### config.mk
export PLATFORM = sky130hd
export DESIGN_NAME = register_file_flat
export DESIGN_NICKNAME = d
export VERILOG_FILES = /design/src/rtl/register_file_pkg.sv /design/src/rtl/register_file_if.sv /design/src/rtl/register_file_read_port.sv /design/src/rtl/register_file.sv /design/src/flat_wrapper.sv
export SDC_FILE = /design/constraint.sdc
export NUM_CORES = 1
export LEC_CHECK = 0
export BUFFER_PORTS_ARGS = -buffer_cell sky130_fd_sc_hd__buf_2
export CELL_PAD_IN_SITES_DETAIL_PLACEMENT = 1
export CELL_PAD_IN_SITES_GLOBAL_PLACEMENT = 1
export CORE_UTILIZATION = 57
export CTS_CLUSTER_DIAMETER = 60
export DETAILED_ROUTE_END_ITERATION = 16
export PLACE_DENSITY = 0.85
export SYNTH_ARGS = -nofsm -noshare
export SYNTH_HDL_FRONTEND = slang
export SYNTH_SLANG_ARGS = --single-unit
### constraint.sdc
create_clock -name clk -period 4.3 [get_ports clk]
set_input_delay 0.86 -clock clk [delete_from_list [all_inputs] [get_ports clk]]
set_output_delay 0.86 -clock clk [all_outputs]
set_load 0.01 [all_outputs]
### src/rtl/register_file_pkg.sv
// Shared constants and helpers for the multi-port register file.
// byte_merge works at MAX_WORD_W; callers size-cast to their own word width M.
package register_file_pkg;

    localparam int BYTE_W         = 8;
    localparam int MAX_READ_PORTS = 4;
    localparam int MAX_WORD_W     = 256;
    localparam int MAX_BYTES      = MAX_WORD_W / BYTE_W;

    function automatic int addr_width(input int n);
        return (n > 2) ? $clog2(n) : 1;
    endfunction

    function automatic logic [MAX_WORD_W-1:0] byte_merge(
        input logic [MAX_WORD_W-1:0] old_word,
        input logic [MAX_WORD_W-1:0] new_word,
        input logic [MAX_BYTES-1:0]  be
    );
        logic [MAX_WORD_W-1:0] merged;
        merged = old_word;
        for (int i = 0; i < MAX_BYTES; i++) begin
            if (be[i]) merged[i*BYTE_W +: BYTE_W] = new_word[i*BYTE_W +: BYTE_W];
        end
        return merged;
    endfunction

endpackage

### src/rtl/register_file_if.sv
// Write/read bus of the register file; the datapath drives it as master.
interface register_file_if import register_file_pkg::*; #(
    parameter int M          = 32,
    parameter int N          = 16,
    parameter int READ_PORTS = 2
) ();
    localparam int A = addr_width(N);

    logic                    CLR;
    logic                    WE;
    logic [A-1:0]            WA;
    logic [M/BYTE_W-1:0]     BE;
    logic [M-1:0]            DATA_IN;
    logic [READ_PORTS*A-1:0] RA;
    logic [READ_PORTS*M-1:0] RD;

    modport master (output CLR, WE, WA, BE, DATA_IN, RA, input RD);
    modport slave  (input CLR, WE, WA, BE, DATA_IN, RA, output RD);
endinterface

### src/rtl/register_file_read_port.sv
// One asynchronous read port: range check, zero-register mask, storage mux
// and same-cycle forwarding of the pending byte-merged write.
module regfile_read_port #(
    parameter int M        = 32,
    parameter int N        = 16,
    parameter int A        = 4,
    parameter int BYPASS   = 1,
    parameter int ZERO_REG = 0
) (
    input  logic [A-1:0] ra,
    input  logic [M-1:0] mem [N],
    input  logic         wr_valid,
    input  logic         clr,
    input  logic [A-1:0] wa,
    input  logic [M-1:0] wr_merged,
    output logic [M-1:0] rd
);
    logic in_range;
    logic zero_hit;
    logic fwd_hit;

    assign in_range = int'(ra) < N;
    assign zero_hit = (ZERO_REG != 0) && (ra == '0);
    assign fwd_hit  = (BYPASS != 0) && wr_valid && (ra == wa);

    always_comb begin
        rd = '0;
        if (in_range && !zero_hit) begin
            // a clear in the same cycle wins over the forwarded write data
            if (fwd_hit) rd = clr ? '0 : wr_merged;
            else         rd = mem[ra];
        end
    end
endmodule

### src/rtl/register_file.sv
// Architectural register file: N words of M bits, one byte-maskable write
// port, READ_PORTS combinational read ports with optional write forwarding.
module register_file import register_file_pkg::*; #(
    parameter int M          = 32,
    parameter int N          = 16,
    parameter int READ_PORTS = 2,
    parameter int BYPASS     = 1,
    parameter int ZERO_REG   = 0
) (
    input logic            clk,
    input logic            reset,
    register_file_if.slave bus
);
    localparam int A = addr_width(N);

    logic [M-1:0] mem [N];
    logic [M-1:0] rd_word [READ_PORTS];
    logic         wr_in_range;
    logic         wr_zero;
    logic         wr_valid;
    logic [M-1:0] wr_merged;

    assign wr_in_range = int'(bus.WA) < N;
    assign wr_zero     = (ZERO_REG != 0) && (bus.WA == '0);
    assign wr_valid    = reset && bus.WE && wr_in_range && !wr_zero;
    assign wr_merged   = M'(byte_merge(MAX_WORD_W'(mem[bus.WA]),
                                       MAX_WORD_W'(bus.DATA_IN),
                                       MAX_BYTES'(bus.BE)));

    // priority: async reset, then synchronous clear, then the write
    always_ff @(posedge clk or negedge reset) begin
        if (!reset) begin
            for (int i = 0; i < N; i++) mem[i] <= '0;
        end else if (bus.CLR) begin
            for (int i = 0; i < N; i++) mem[i] <= '0;
        end else if (wr_valid) begin
            mem[bus.WA] <= wr_merged;
        end
    end

    for (genvar p = 0; p < READ_PORTS; p++) begin : g_rd
        regfile_read_port #(
            .M        (M),
            .N        (N),
            .A        (A),
            .BYPASS   (BYPASS),
            .ZERO_REG (ZERO_REG)
        ) u_read_port (
            .ra        (bus.RA[p*A +: A]),
            .mem       (mem),
            .wr_valid  (wr_valid),
            .clr       (bus.CLR),
            .wa        (bus.WA),
            .wr_merged (wr_merged),
            .rd        (rd_word[p])
        );
    end

    always_comb begin
        bus.RD = '0;
        for (int p = 0; p < READ_PORTS; p++) bus.RD[p*M +: M] = rd_word[p];
    end
endmodule

### src/flat_wrapper.sv
// flat-port wrapper written by rule: the top's interface ports become plain ports
module register_file_flat import register_file_pkg::*;
#(
    parameter int M          = 32,
    parameter int N          = 16,
    parameter int READ_PORTS = 2,
    parameter int BYPASS     = 1,
    parameter int ZERO_REG   = 0
)
  (clk, reset, bus_CLR, bus_WE, bus_WA, bus_BE, bus_DATA_IN, bus_RA, bus_RD);
  register_file_if #(.M(M), .N(N), .READ_PORTS(READ_PORTS)) bus_i ();
  input logic clk;
  input logic reset;
  input wire logic [$bits(bus_i.CLR)-1:0] bus_CLR;
  input wire logic [$bits(bus_i.WE)-1:0] bus_WE;
  input wire logic [$bits(bus_i.WA)-1:0] bus_WA;
  input wire logic [$bits(bus_i.BE)-1:0] bus_BE;
  input wire logic [$bits(bus_i.DATA_IN)-1:0] bus_DATA_IN;
  input wire logic [$bits(bus_i.RA)-1:0] bus_RA;
  output wire logic [$bits(bus_i.RD)-1:0] bus_RD;
  assign bus_i.CLR = bus_CLR;
  assign bus_i.WE = bus_WE;
  assign bus_i.WA = bus_WA;
  assign bus_i.BE = bus_BE;
  assign bus_i.DATA_IN = bus_DATA_IN;
  assign bus_i.RA = bus_RA;
  assign bus_RD = bus_i.RD;
  register_file #(.M(M), .N(N), .READ_PORTS(READ_PORTS), .BYPASS(BYPASS), .ZERO_REG(ZERO_REG)) u_core (.clk(clk), .reset(reset), .bus(bus_i));
endmodule
==> out/qor.yml <==
outcome:
  status: "finished with violations"
  violations: "negative setup slack"
critical_path:
  crit_top_cell: "buf_2"
  cp_max_fo: 13
  cp-end-kind: "primary output"
  crit_chain: "buf_2 -> and3b_1 -> a221oi_2 -> a31oi_4 -> mux2_2 -> buf_2"
  r2r_end: "u_core.mem[219]"
  reg2regPathDepth: 5
  critPathKind: "in -> out"
  startpoint_type: "input pin"
  rrSetupSlack_ns: 1.95
  path_delay_family: "simple AND/OR/NAND/NOR gates"
  rr_startpoint: "u_core.mem[347]"
  critPathRequiredTime_ns: 3.44
  cp_slowest_stage_delay_ns: 1.15
  critPathArrivalTime_ns: 3.52
  cp_num_buf_inv: 2
  critPathSlowestCell: "and3b_1"
routing:
  drt-total-wl_um: 147000
  routedWlPerCell_um: 47.9
  routed_via_density: 9.19
  drcViolationCount: 0
  ant_nets: 0
  num_vias: 28200
  drtIter0Drc: 4943
  first_pass_iters: 8
sta:
  setup_tns_ns: -0.211
  rsz0062_at_grt: "false"
  max_freq_mhz: 228
  fin_crit_ns: 4.38
  fin_ws_ns: -0.0817
  finalSetupViolations: 4
  slew_headroom_pct: 8.52
  period_share_pct: 102
  fin_skew_ns: 0.0201
  tightest_slew_ns: 1.37
  drv_slew: 0
  finalHoldViolCount: 0
layout:
  largest_reg_flops: 512
  post-route-cell-area_um2: 35600
  nFillCells: 4806
  reg_top3: "u_core.mem: 512 flops"
  fin_nets: 2328
  drive_above_1_share_pct: 41.6
  synthToLayoutAreaGrowth_pct: 12.4
  layout_common_cells: "a22o_1, dfrtp_1, mux4_2, a22oi_1, mux2_2"
  layoutNonFillerInstCount: 3065
  top_register: "u_core.mem"
clocking:
  path_clk_slew_ns: 0.06
  cts_setup_buffers: 0
  cts_tree: "built"
  insertion_delay_ns: 0.66
  cts_buffer_depth: 3
  clock-sinks: 512
  cts_inserted_buffers: 59
  cts_max_level: 2
  cts_root_buf: "clkbuf_16"
synth:
  synth_nets: 2297
  synth-edff-count: 0
  synth_cell_types: 37
  yosysSeqAreaShare_pct: 40.5
  synth_ff_type: "dfrtp_1"
  synth_seq_cells: 512
  async_reset_ff_share_pct: 100
  yosysWarnings: 0
  syn_inst: 2245
  syn_avg_cell_area_um2: 14.1
  synth_area_um2: 31600
placement:
  dp.cells: 2954
  gp_congestion: 0.901
  placed_cell_area_um2: 33500
  io_buffers: 115
  hpwl_um: 77400
global_routing:
  track_usage_pct: 53.4
  first_global_vias: 29800
  grt_max_degree: 173
  overflow: 0
  grt_antenna_before_repair: 6
  grt_pass1_wl_um: 214000
die:
  coreArea_um2: 54300
  die_width_um: 238
  num_rows: 85
  die_h_um: 238
  dieArea_um2: 56400
  num_io_pins: 116
  initial_utilization_pct: 58.2
worst_hold_path:
  worstHoldStart: "u_core.mem[40]"
  hold_depth: 1
  hold-path-endpoint: "u_core.mem[40]"
  hold_path.class: "reg -> reg"
power:
  powerDensity_nw_per_um2: 340
  leakage_nw: 15.6
  peakVddDrop_mv: 0.368
job:
  max-cap-violations: 0
==> stage by stage <==
| stage | utilization, % | setup WS (ns) | power [mW] | hold slack (ns) |
|---|---|---|---|---|
| after floorplan | - | 0.847 | 5.84 | 0.493 |
| after global placement | 61.7 | 0.455 | 6.48 | 0.511 |
| after detailed placement | 61.7 | 0.369 | 6.54 | 0.525 |
| after CTS | 65.4 | 0.292 | 11.9 | 0.000815 |
| after global routing | 65.4 | 0.0177 | 12.2 | 0.564 |
| final | 65.5 | -0.0817 | 12.1 | 0.542 |
==> worst max path at each step <==
stage,startpoint,endpoint,slack [ns],cells after the start
final,bus_WA[2],bus_RD[20],-0.08,6
after global routing,bus_WA[3],bus_RD[20],0.02,6
after detailed placement,bus_WA[0],bus_RD[45],0.37,7
after floorplan,bus_RA[0],bus_RD[11],0.85,7
after global placement,bus_WA[0],bus_RD[19],0.46,8
after CTS,bus_WA[0],bus_RD[14],0.29,7
==> cells in the mapped netlist, drive strengths merged (3+ instances only) <==
master,n,area [µm²]
a21o,32,240
a221oi,32,480
a22o,512,4480
a22oi,160,1250
a31oi,32,497
and2,3,18.8
and3b,3,26.3
and4b,4,40.0
buf,132,937
clkbuf,161,604
dfrtp,512,12800
inv,32,120
mux2,128,1450
mux4,352,7930
nand2,97,364
nor2,19,71.3
nor2b,6,37.5
nor4b,5,75.1
nor4bb,6,60.1
xor2,6,52.6
==> power breakdown <==
part           internal [mW]  total [mW]  switching, mW
registers               4.88        4.96         0.0857
clock network           3.18        5.50           2.32
logic                  0.506        1.63           1.13
total                   8.56        12.1           3.53
==> metal layers <==
layer | vias up | wire length [µm] | global-route usage, %
met5 | - | 25 | 0
met4 | 4 | 14300 | 41.9
met3 | 1222 | 26000 | 27.5
met2 | 3562 | 61800 | 74.1
met1 | 14000 | 44700 | 62.3
li1 | 9381 | - | -
==> cells by family after synthesis <==
group	synth area share [%]
buffers and inverters	5.25
multiplexers	29.6
flip-flops	40.5
AND/OR/NAND/NOR	2.39
XOR/XNOR	0.222
AO/OA/AOI/OAI	22.0
==> repair_timing <==
item / in CTS / in global routing
hold buffers: 0 / 1
gates resized for setup: 0 / 0
setup endpoints to repair: 0 / 1
hold endpoints to repair: 0 / 1
==> cell type report <==
| class | instances | area, µm² | share of cell area, % |
|---|---|---|---|
| Clock inverter | 35 | 414 | 1.16 |
| Antenna cell | 4 | 10.0 | 0.0281 |
| Tap cell | 739 | 925 | 2.60 |
| Sequential cell | 512 | 12800 | 36.0 |
| Clock buffer | 72 | 1640 | 4.60 |
| Multi-Input combinational cell | 1408 | 17500 | 49.2 |
| Timing Repair Buffer | 263 | 2150 | 6.05 |
| Inverter | 32 | 120 | 0.338 |
(Power assumes the default switching activity.)
